===== config.mk =====
export PLATFORM = sky130hd
export DESIGN_NAME = hs_cdc_rx
export DESIGN_NICKNAME = d
export VERILOG_FILES = /design/src/rtl/hs_cdc_rx.sv
export SDC_FILE = /design/constraint.sdc
export NUM_CORES = 1
export LEC_CHECK = 0
export BUFFER_PORTS_ARGS = -buffer_cell sky130_fd_sc_hd__buf_2
export CELL_PAD_IN_SITES_DETAIL_PLACEMENT = 1
export CELL_PAD_IN_SITES_GLOBAL_PLACEMENT = 1
export CORE_MARGIN = 3
export CORE_UTILIZATION = 38
export DETAILED_ROUTE_END_ITERATION = 6
export GPL_TIMING_DRIVEN = 0
export PLACE_DENSITY_LB_ADDON = 0.1
export SKIP_LAST_GASP = 1
export SLEW_MARGIN = 25
export SYNTH_ARGS = -nofsm -noshare
export SYNTH_HDL_FRONTEND = slang
export SYNTH_SLANG_ARGS = --single-unit

===== constraint.sdc =====
create_clock -name clk -period 4.3 [get_ports clk]
set_clock_uncertainty 0.2 [all_clocks]
set_input_delay 0.645 -clock clk [delete_from_list [all_inputs] [get_ports clk]]
set_output_delay 0.645 -clock clk [all_outputs]
set_load 0.01 [all_outputs]

===== src/rtl/hs_cdc_rx.sv =====
// Destination-side responder of a 4-phase req/ack CDC handshake with a valid/ready output port.
// Define SYNC_3FF_EN to use a 3-flop request synchroniser instead of the default 2-flop one.
module hs_cdc_rx #(
  parameter int DATA_W = 8
) (
  input  logic              clk,
  input  logic              rst_n,
  input  logic              req_async,
  input  logic [DATA_W-1:0] data_async,
  output logic              ack,
  output logic [DATA_W-1:0] dout,
  output logic              dout_valid,
  input  logic              dout_ready,
  output logic              busy
);

`ifdef SYNC_3FF_EN
  localparam int SYNC_N = 3;
`else
  localparam int SYNC_N = 2;
`endif

  // Handshake on dout: a transfer happens on a rising clk edge where
  // dout_valid and dout_ready are both high; dout/dout_valid hold until then.

  typedef enum logic [1:0] {
    IDLE    = 2'd0,
    PRESENT = 2'd1,
    ACK_HI  = 2'd2
  } state_e;

  state_e              state_q, state_d;
  logic [SYNC_N-1:0]   req_sync_q;
  logic                req_s;
  logic                ack_q, ack_d;
  logic [DATA_W-1:0]   dout_q, dout_d;
  logic                dout_valid_q, dout_valid_d;

  assign req_s = req_sync_q[SYNC_N-1];

  always_ff @(posedge clk or negedge rst_n) begin
    if (!rst_n) begin
      req_sync_q   <= '0;
      state_q      <= IDLE;
      ack_q        <= 1'b0;
      dout_q       <= '0;
      dout_valid_q <= 1'b0;
    end else begin
      req_sync_q   <= {req_sync_q[SYNC_N-2:0], req_async};
      state_q      <= state_d;
      ack_q        <= ack_d;
      dout_q       <= dout_d;
      dout_valid_q <= dout_valid_d;
    end
  end

  // data_async is only sampled once req_s is high, when the source holds it stable.
  always_comb begin
    state_d      = state_q;
    ack_d        = ack_q;
    dout_d       = dout_q;
    dout_valid_d = dout_valid_q;
    case (state_q)
      IDLE: begin
        if (req_s) begin
          dout_d       = data_async;
          dout_valid_d = 1'b1;
          state_d      = PRESENT;
        end
      end
      PRESENT: begin
        if (dout_valid_q && dout_ready) begin
          dout_valid_d = 1'b0;
          ack_d        = 1'b1;
          state_d      = ACK_HI;
        end
      end
      ACK_HI: begin
        if (!req_s) begin
          ack_d   = 1'b0;
          state_d = IDLE;
        end
      end
      default: begin
        ack_d        = 1'b0;
        dout_valid_d = 1'b0;
        state_d      = IDLE;
      end
    endcase
  end

  assign ack        = ack_q;
  assign dout       = dout_q;
  assign dout_valid = dout_valid_q;
  assign busy       = (state_q != IDLE);

endmodule


==> flow_metrics.tcl <==
set metrics [dict create \
    worst-r2r-cell-count 3 \
    mostFrequentLayoutCell "buf_2" \
    yosys_warnings 0 \
    worst_setup_path_start_kind "flip-flop" \
    clock-sinks 14 \
    synth_cell_types 13 \
    die_area_um2 1990 \
    cts_hold_buf 0 \
    post-cts-setup-buffers 0 \
    hold_violations 0 \
    power_per_cell_area_nw_per_um2 771 \
    p_int_mw 0.376 \
    total_leakage_power_nw 0.379 \
    synth_fa_ha_area_share_pct 0 \
    synthMuxAreaShare_pct 21.2 \
    avgSynthCellArea_um2 16.2 \
    synth_top_family_by_area "multiplexers" \
    drt_pre_antenna_iters 4 \
    rsz0062_at_grt "no" \
    area_growth_pct 29.1 \
    num-nets-final 74 \
    portBuffers 22 \
    yosys.area_share.simple_pct 10.4 \
    finalPower_mw 0.565 \
    drt_wl_total_mm 1.22 \
    crit_path_end_kind "output port" \
    drv_cap 0 \
    grtUsageMet3_pct 2.44 \
    avgViaCountPerCell 4.99 \
    syn_nets 47 \
    drtIter0Drc 3 \
    core_area_um2 1350 \
    fin_ws_ns 2.24 \
    timing.final.crit_share_pct 48.0 \
    place_area_um2 696 \
    yosysTopAreaCellShare_pct 61.8 \
    place_congestion 0.788 \
    cts_resized 0 \
    p_switching_mw 0.188 \
    crit_path_max_fanout 7 \
    yosys.area.top_type "dfrtp_1" \
    multi_input_area_um2 213 \
    ctsLongestPathBuffers 2 \
    netlist_area_um2 567 \
    synthXorXnorAreaFrac_pct 0 \
    crit_type "reg2out" \
    fmax_mhz 485 \
    ys_top_cells_by_area "dfrtp_1, mux2_4, nor2_8, nand2b_4, nand2_1" \
    drt-wirelength-per-cell_um 16.0 \
    fillerInstances 147 \
    min_path_type "in2async" \
    cts_tree "done" \
    setup_viol 0 \
    fp-row-count 13 \
    maxSlewHeadroom_pct 78.1 \
    tightestPinTransition_ns 0.328 \
    grtUsageMet1_pct 15.5 \
    grt_pass1_vias 412 \
    outcome "finished, final reports clean" \
    ir_drop_uv 371 \
    synth_compound_area_share_pct 5.96 \
    remaining_drc_errors 0 \
    finalNonFillerCells 76 \
    synthCells 35 \
    die_h_um 44.6 \
    clk_pin_slew_ns 0.08 \
    vias 379 \
    track_usage_pct 13.9 \
    r2r-end "dout[7]" \
    dp_worst_setup_slack_ns 2.53 \
    io_pins 23 \
    root_buffer "clkbuf_4" \
    ys_seq_area_share_pct 61.8 \
    grt_pass1_wl_mm 1.92 \
    gr-max-usage-layer "met2" \
    pwr-share-clk_pct 15.8 \
    htree_levels 1 \
    ant_nets 0 \
    p_seq_share_pct 41.9 \
    rr_startpoint "state_q[0]" \
    switching_share_pct 33.3 \
    critPathArrivalTime_ns 1.22 \
    start_util_pct 42.0 \
    report.final.slew_viol_count 0 \
    drive_gt1_share_pct 62.3 \
    post-place-cells 72 \
    die_x_um 44.6 \
    antenna_cells 0 \
    grt_max_degree 15 \
    area.sequential_um2 350 \
    r2r_slack_ns 2.83 \
    grt-ovfl-total 0 \
    synth.ff_latch_count 14 \
    clk_latency_ns 0.27 \
    grt_use_met2_pct 26.4 \
    cts_buffers 3 \
    final_area_um2 732 \
    min_period_ns 2.06 \
    critPathRequiredTime_ns 3.45 \
    layout_common_cells "buf_2, dfrtp_1, mux2_4, nand2_1, clkbuf_4" \
    pwr-share-comb_pct 42.3 \
    finalSetupTns_ns 0 \
    antenna_found_initial 0 \
]
[logic make-up (layout without fill, tap and decap cells)]
kind of cell    after synthesis  count (layout)
buf+inv                       1              27
mux                           8               8
compound gates                5               5
simple gates                  7               7
flops                        14              14
[flip-flops by register name, summed over array words and instances (netlist names)]
name and cells:
state_q 2, req_sync_q 2, ack 1, dout 8, dout_valid 1
[power by group through the flow]
stage                     registers (mW)  logic [mW]  clock network [mW]
after global routing               0.245       0.256               0.102
after floorplan                    0.254       0.132                   0
after global placement             0.229       0.229                   0
final                              0.236       0.239              0.0893
after CTS                          0.237       0.245              0.0924
after detailed placement           0.238       0.242                   0
[final cells by class]
type                       count  share of cell area, %
clock buffer                   4                   4.96
inverter                       1                  0.513
multi-input combinational     20                   29.1
sequential                    14                   47.9
tap                           15                   2.56
timing repair buffer          22                   15.0
[cells in the mapped netlist]
| cell type | number |
|---|---|
| dfrtp_1 | 14 |
| a21o_2 | 1 |
| o21bai_1 | 1 |
| nand2_1 | 3 |
| mux2_4 | 8 |
| nand2b_4 | 1 |
| nor2_8 | 1 |
| o21ai_0 | 1 |
| a21o_1 | 1 |
| nor3b_1 | 1 |
| inv_1 | 1 |
| a21oi_1 | 1 |
| or2_2 | 1 |
[critical path: stages (launching register included)]
cell     delay, ns
dfrtp_1       0.50
or2_2         0.32
buf_2         0.14
[how the worst max path moves through the flow]
stage / startpoint / endpoint / depth (start not counted) / slack (ns)
2_1_floorplan: state_q[1] / busy / 1 / 2.67
5_1_grt: state_q[1] / busy / 2 / 2.18
4_1_cts: state_q[1] / busy / 2 / 2.23
3_3_place_gp: state_q[1] / busy / 2 / 2.56
6_report: state_q[1] / busy / 2 / 2.24
3_5_place_dp: state_q[1] / busy / 2 / 2.53
[metal layers]
layer | wire length, µm | up-vias | part of all wire (%)
met5 | 0 | - | 0
met3 | 77 | 0 | 6.3
met1 | 450 | 189 | 37
met2 | 689 | 19 | 57
li1 | - | 171 | -
met4 | 0 | 0 | 0
[metrics by stage]
step | util (%) | hold WS (ns)
2_1_floorplan | - | 0.131
3_3_place_gp | 51.5 | 0.135
3_5_place_dp | 51.5 | 0.150
4_1_cts | 54.2 | 0.0550
5_1_grt | 54.2 | 0.0573
6_report | 54.2 | 0.0531
Note: power is estimated with default switching activity, not from simulation.
